$ cat config.mk
export PLATFORM = sky130hd
export DESIGN_NAME = wb_arbiter2
export DESIGN_NICKNAME = d
export VERILOG_FILES = /design/src/rtl/wb_arbiter2.sv
export SDC_FILE = /design/constraint.sdc
export NUM_CORES = 1
export LEC_CHECK = 0
export ABC_CLOCK_PERIOD_IN_PS = 1500
export BUFFER_PORTS_ARGS = -buffer_cell sky130_fd_sc_hd__buf_4
export CAP_MARGIN = 10
export CELL_PAD_IN_SITES_DETAIL_PLACEMENT = 0
export CELL_PAD_IN_SITES_GLOBAL_PLACEMENT = 1
export CORE_MARGIN = 2
export CORE_UTILIZATION = 18
export CTS_BUF_LIST = sky130_fd_sc_hd__clkbuf_2
export CTS_CLUSTER_SIZE = 24
export DETAILED_ROUTE_END_ITERATION = 8
export HOLD_SLACK_MARGIN = 0.08
export PLACE_DENSITY = 0.79
export SLEW_MARGIN = 20
export SYNTH_ARGS = -nofsm -noshare
export SYNTH_HDL_FRONTEND = slang
export SYNTH_SLANG_ARGS = --single-unit
$ cat constraint.sdc
create_clock -name wb_clk_i -period 1.5 [get_ports wb_clk_i]
set_input_delay 0.075 -clock wb_clk_i [delete_from_list [all_inputs] [get_ports wb_clk_i]]
set_output_delay 0.075 -clock wb_clk_i [all_outputs]
set_load 0.03 [all_outputs]
$ cat src/rtl/wb_arbiter2.sv
`default_nettype none
// ============================================================================
// Module      : wb_arbiter2
// Description : Two-master Wishbone arbiter in front of one shared slave.
//               Grants alternate on a tie. A granted master keeps the bus
//               while its cyc is high. A watchdog ends a strobe that the
//               slave never acknowledges.
// Revision    : 1.0 - initial release
// ============================================================================
module wb_arbiter2 #(
  parameter int TIMEOUT = 16
) (
  input  logic        wb_clk_i,
  input  logic        arst_i,
  // master 0
  input  logic [4:0]  m0_adr_i,
  input  logic [31:0] m0_dat_i,
  output logic [31:0] m0_dat_o,
  input  logic        m0_we_i,
  input  logic        m0_stb_i,
  input  logic        m0_cyc_i,
  output logic        m0_ack_o,
  output logic        m0_err_o,
  // master 1
  input  logic [4:0]  m1_adr_i,
  input  logic [31:0] m1_dat_i,
  output logic [31:0] m1_dat_o,
  input  logic        m1_we_i,
  input  logic        m1_stb_i,
  input  logic        m1_cyc_i,
  output logic        m1_ack_o,
  output logic        m1_err_o,
  // shared slave
  output logic [4:0]  s_adr_o,
  output logic [31:0] s_dat_o,
  output logic        s_we_o,
  output logic        s_stb_o,
  output logic        s_cyc_o,
  input  logic [31:0] s_dat_i,
  input  logic        s_ack_i
);

  typedef enum logic [1:0] {
    IDLE = 2'd0,
    GNT0 = 2'd1,
    GNT1 = 2'd2
  } state_t;

  localparam logic [7:0] C_CNT_LAST = 8'(TIMEOUT - 1);

  state_t      r_state;
  state_t      w_next;
  logic        r_last;     // 1 = master 1 held the most recent grant
  logic        r_kill;     // suppresses the strobe in the cycle after a timeout
  logic [7:0]  r_cnt;      // cycles the current strobe has waited for ack
  logic        w_timeout;

  // Read data is broadcast; only the granted master sees an ack.
  assign m0_dat_o = s_dat_i;
  assign m1_dat_o = s_dat_i;

  // Next grant: hold while the owner's cyc is high, otherwise hand over.
  always_comb begin
    w_next = r_state;
    case (r_state)
      IDLE: begin
        if (m0_cyc_i && m1_cyc_i) w_next = r_last ? GNT0 : GNT1;
        else if (m0_cyc_i)        w_next = GNT0;
        else if (m1_cyc_i)        w_next = GNT1;
      end
      GNT0: begin
        if (!m0_cyc_i) w_next = m1_cyc_i ? GNT1 : IDLE;
      end
      GNT1: begin
        if (!m1_cyc_i) w_next = m0_cyc_i ? GNT0 : IDLE;
      end
      default: w_next = IDLE;
    endcase
  end

  // Slave-side mux and per-master ack and err routing.
  always_comb begin
    s_adr_o  = '0;
    s_dat_o  = '0;
    s_we_o   = 1'b0;
    s_stb_o  = 1'b0;
    s_cyc_o  = 1'b0;
    m0_ack_o = 1'b0;
    m1_ack_o = 1'b0;
    m0_err_o = 1'b0;
    m1_err_o = 1'b0;
    case (r_state)
      GNT0: begin
        s_adr_o  = m0_adr_i;
        s_dat_o  = m0_dat_i;
        s_we_o   = m0_we_i;
        s_cyc_o  = m0_cyc_i;
        s_stb_o  = m0_stb_i && !r_kill;
        m0_ack_o = s_ack_i;
        m0_err_o = w_timeout;
      end
      GNT1: begin
        s_adr_o  = m1_adr_i;
        s_dat_o  = m1_dat_i;
        s_we_o   = m1_we_i;
        s_cyc_o  = m1_cyc_i;
        s_stb_o  = m1_stb_i && !r_kill;
        m1_ack_o = s_ack_i;
        m1_err_o = w_timeout;
      end
      default: ;
    endcase
  end

  // An ack arriving in the final wait cycle takes priority over the timeout.
  assign w_timeout = (r_state != IDLE) && s_stb_o && !s_ack_i && (r_cnt == C_CNT_LAST);

  // Grant state, fairness bit, wait counter and post-timeout strobe kill.
  always_ff @(posedge wb_clk_i or negedge arst_i) begin
    if (!arst_i) begin
      r_state <= IDLE;
      r_last  <= 1'b1;
      r_cnt   <= '0;
      r_kill  <= 1'b0;
    end else begin
      r_state <= w_next;
      if (w_next == GNT0 && r_state != GNT0) r_last <= 1'b0;
      else if (w_next == GNT1 && r_state != GNT1) r_last <= 1'b1;
      if (r_state == IDLE || s_ack_i || !s_stb_o || w_timeout) r_cnt <= '0;
      else r_cnt <= r_cnt + 8'd1;
      r_kill <= w_timeout;
    end
  end

endmodule
`default_nettype wire

==> reports/qor.yml <==
run_status:
  run_status: "complete, but fails checks"
  violations: "setup timing"
global_routing:
  top_usage_layer: "met2"
  use_met1: 0.107
  antenna_found_initial: 0
  met3_usage: 0.0134
  grt_overflow: 0
  grt_pass1_vias: 1687
  grt_max_degree: 40
  grt_pass1_wl_mm: 7.91
  grt_use_total: 0.0934
  gr-usage-met2: 0.170
final_layout:
  diodes: 0
  fin_util: 0.341
  nets: 429
  num-fill-cells: 980
  area_delta_synth_final_pct: 85.4
  layout-drive-gt1-share: 0.844
  final_cells: 440
timing:
  finalMaxSlewViolations: 0
  min_period_over_period: 1.37
  tightest_slew_ps: 499
  finalCriticalPeriod_ps: 2050
  setup_ws_ps: -549
  skew_ps: 9.43
  slew_headroom: 0.664
  finalHoldViolations: 0
  rsz0062_at_grt: "true"
  max_freq_mhz: 488
  setup_viol: 55
power:
  ir_drop_v: 0.000829
  power.density_mw_per_mm2: 1750
  seqPwrFrac: 0.071
  leakage_nw: 1.42
  p_comb_frac: 0.900
  switching_share: 0.466
  power.switching_w: 0.00269
  internal-power_w: 0.00308
  clockPowerShare: 0.029
  total_power_w: 0.00577
synthesis:
  synth_edf_count: 0
  synthFlopType: "dfrtp_1"
  synth_area_leader_cell: "buf_4"
  synth.distinct_cells: 34
  ys_seq_elements: 12
  ys_async_sr_fraction: 1.00
  synth_cells: 227
  synth_area_mm2: 0.00178
  synth_commonest_cells: "buf_4, a22oi_1, nor2b_1"
  synth_nets: 348
  synth_most_common_cell: "buf_4"
  synth.top_cell.area_share: 0.270
  synth_area_leaders: "buf_4, a22oi_1, dfrtp_1"
  syn_area_per_cell_um2: 7.85
  ys_seq_area_frac: 0.169
  yosys_warnings: 0
drt:
  routed_via_density: 4.12
  ant_nets: 0
  drc_errors: 0
  dr.pass1.iters: 4
  finalWirelength_mm: 6.31
  wl_per_cell_um: 14.3
  vias: 1813
  drtIter0Drc: 52
setup_path:
  worstSetupPathType: "flip-flop to primary output"
  worstPathMaxFanout: 3
  rr_endpoint: "r_last$_DFFE_PN1P_"
  crit_required_ps: 1420
  end_kind: "primary output"
  reg2reg_slack_ps: -430
  ff2ff_path_depth: 9
  reg2reg_from: "r_state[1]$_DFF_PN0_"
  critical_path_arrival_ps: 1970
  critPathLaunchType: "flip-flop"
clocking:
  cts_made_buffers: 3
  cts_tree: "yes"
  htreeDepth: 1
  cts_buffer_depth: 2
  cts_root_buffer: "clkbuf_2"
  cts.sinks: 12
  path_clk_slew_ps: 130
  ctsHoldBuffers: 1
  clk_latency_ps: 270
die:
  coreArea_mm2: 0.00968
  rows: 36
  fp.dieW_um: 103
  die-area_mm2: 0.0107
  ios: 223
  die_h_um: 103
  start_util: 0.184
place:
  dp_slack_ps: -305
  port_buffers: 126
  gp_congestion: 0.772
  placed_cells: 424
  hpwl_mm: 4.42
worst_hold_path:
  holdPathStages: 3
  hold_path_class: "input port to flip-flop"
  min_to: "r_kill$_DFF_PN0_"
  min_from: "s_ack_i"
run:
  maxCapViolCount: 0
## logic make-up after synthesis
family | Yosys count | synth area share
flops | 12 | 0.169
buf+inv | 84 | 0.313
mux | 1 | 0.00562
simple gates | 68 | 0.229
fa+ha+maj | 6 | 0.0421
xor+xnor | 6 | 0.0295
compound gates | 50 | 0.211
## what timing repair did
action,in CTS,in global routing
gates cloned,0,3
buffers inserted,5,5
pin swaps,6,35
endpoints found under the hold margin,13,1
resized for setup,55,56
endpoints found under the setup margin,55,56
## per-layer routing
| layer | part of all wire | wire [um] | up-vias |
|---|---|---|---|
| met1 | 0.37 | 2310 | 851 |
| li1 | - | - | 877 |
| met4 | 0.023 | 147 | 0 |
| met5 | 0 | 0 | - |
| met3 | 0.070 | 441 | 22 |
| met2 | 0.54 | 3410 | 63 |
## stage by stage
| step | hold WS, ps | cell area, um^2 | setup TNS (ps) |
|---|---|---|---|
| 5_1_grt | 70.6 | 3300 | -25690 |
| 2_1_floorplan | -221 | 1980 | -1460 |
| 3_3_place_gp | -80.7 | 2660 | -4870 |
| 3_5_place_dp | -77.5 | 2660 | -6700 |
| 4_1_cts | 71.0 | 2950 | -18800 |
| 6_report | 88.0 | 3300 | -21580 |
## critical path: stages (launching register included)
cell	delay [ps]
dfrtp_1	420
inv_2	70
ha_4	280
nand2b_4	50
or4_4	500
nor2_4	110
and2_4	150
buf_6	120
## cell type report
| type | instances | area [um^2] | share of cell area |
|---|---|---|---|
| Sequential cell | 12 | 302 | 0.0913 |
| Multi-Input combinational cell | 131 | 1380 | 0.417 |
| Tap cell | 133 | 166 | 0.0504 |
| Clock inverter | 1 | 3.75 | 0.00114 |
| Inverter | 7 | 26.3 | 0.00795 |
| Timing Repair Buffer | 153 | 1410 | 0.428 |
| Clock buffer | 3 | 15.0 | 0.00455 |
## cells in the final DEF (no fill, tap or decap), drive strengths merged, types with 3 or more instances in the layout
master	n
buf	150
nor2b	39
a22oi	39
and2	5
dfrtp	11
nand2b	3
nor2	10
inv	7
ha	6
xor2	4
nand2	3
clkbuf	5
## state kept, by name, summed over array words and instances, names as in the netlist
name     count
r_cnt        8
r_kill       1
r_last       1
r_state      2
## power by group through the flow
stage	clock network, W	registers (W)	logic (W)
2_1_floorplan	0	0.000424	0.00301
3_3_place_gp	0	0.000411	0.00394
3_5_place_dp	0	0.000416	0.00398
4_1_cts	0.000178	0.000408	0.00451
5_1_grt	0.000188	0.000417	0.00552
6_report	0.000167	0.000412	0.00519
## how the worst max path moves through the flow
stage,start,endpoint
after floorplan,r_state[0]$_DFF_PN0_,m0_err_o
after global placement,r_state[1]$_DFF_PN0_,m0_err_o
after detailed placement,r_state[1]$_DFF_PN0_,r_cnt[1]$_DFF_PN0_
after CTS,r_state[1]$_DFF_PN0_,m1_err_o
after global routing,r_state[1]$_DFF_PN0_,m1_err_o
final,r_state[1]$_DFF_PN0_,m1_err_o
(Power assumes the default switching activity.)
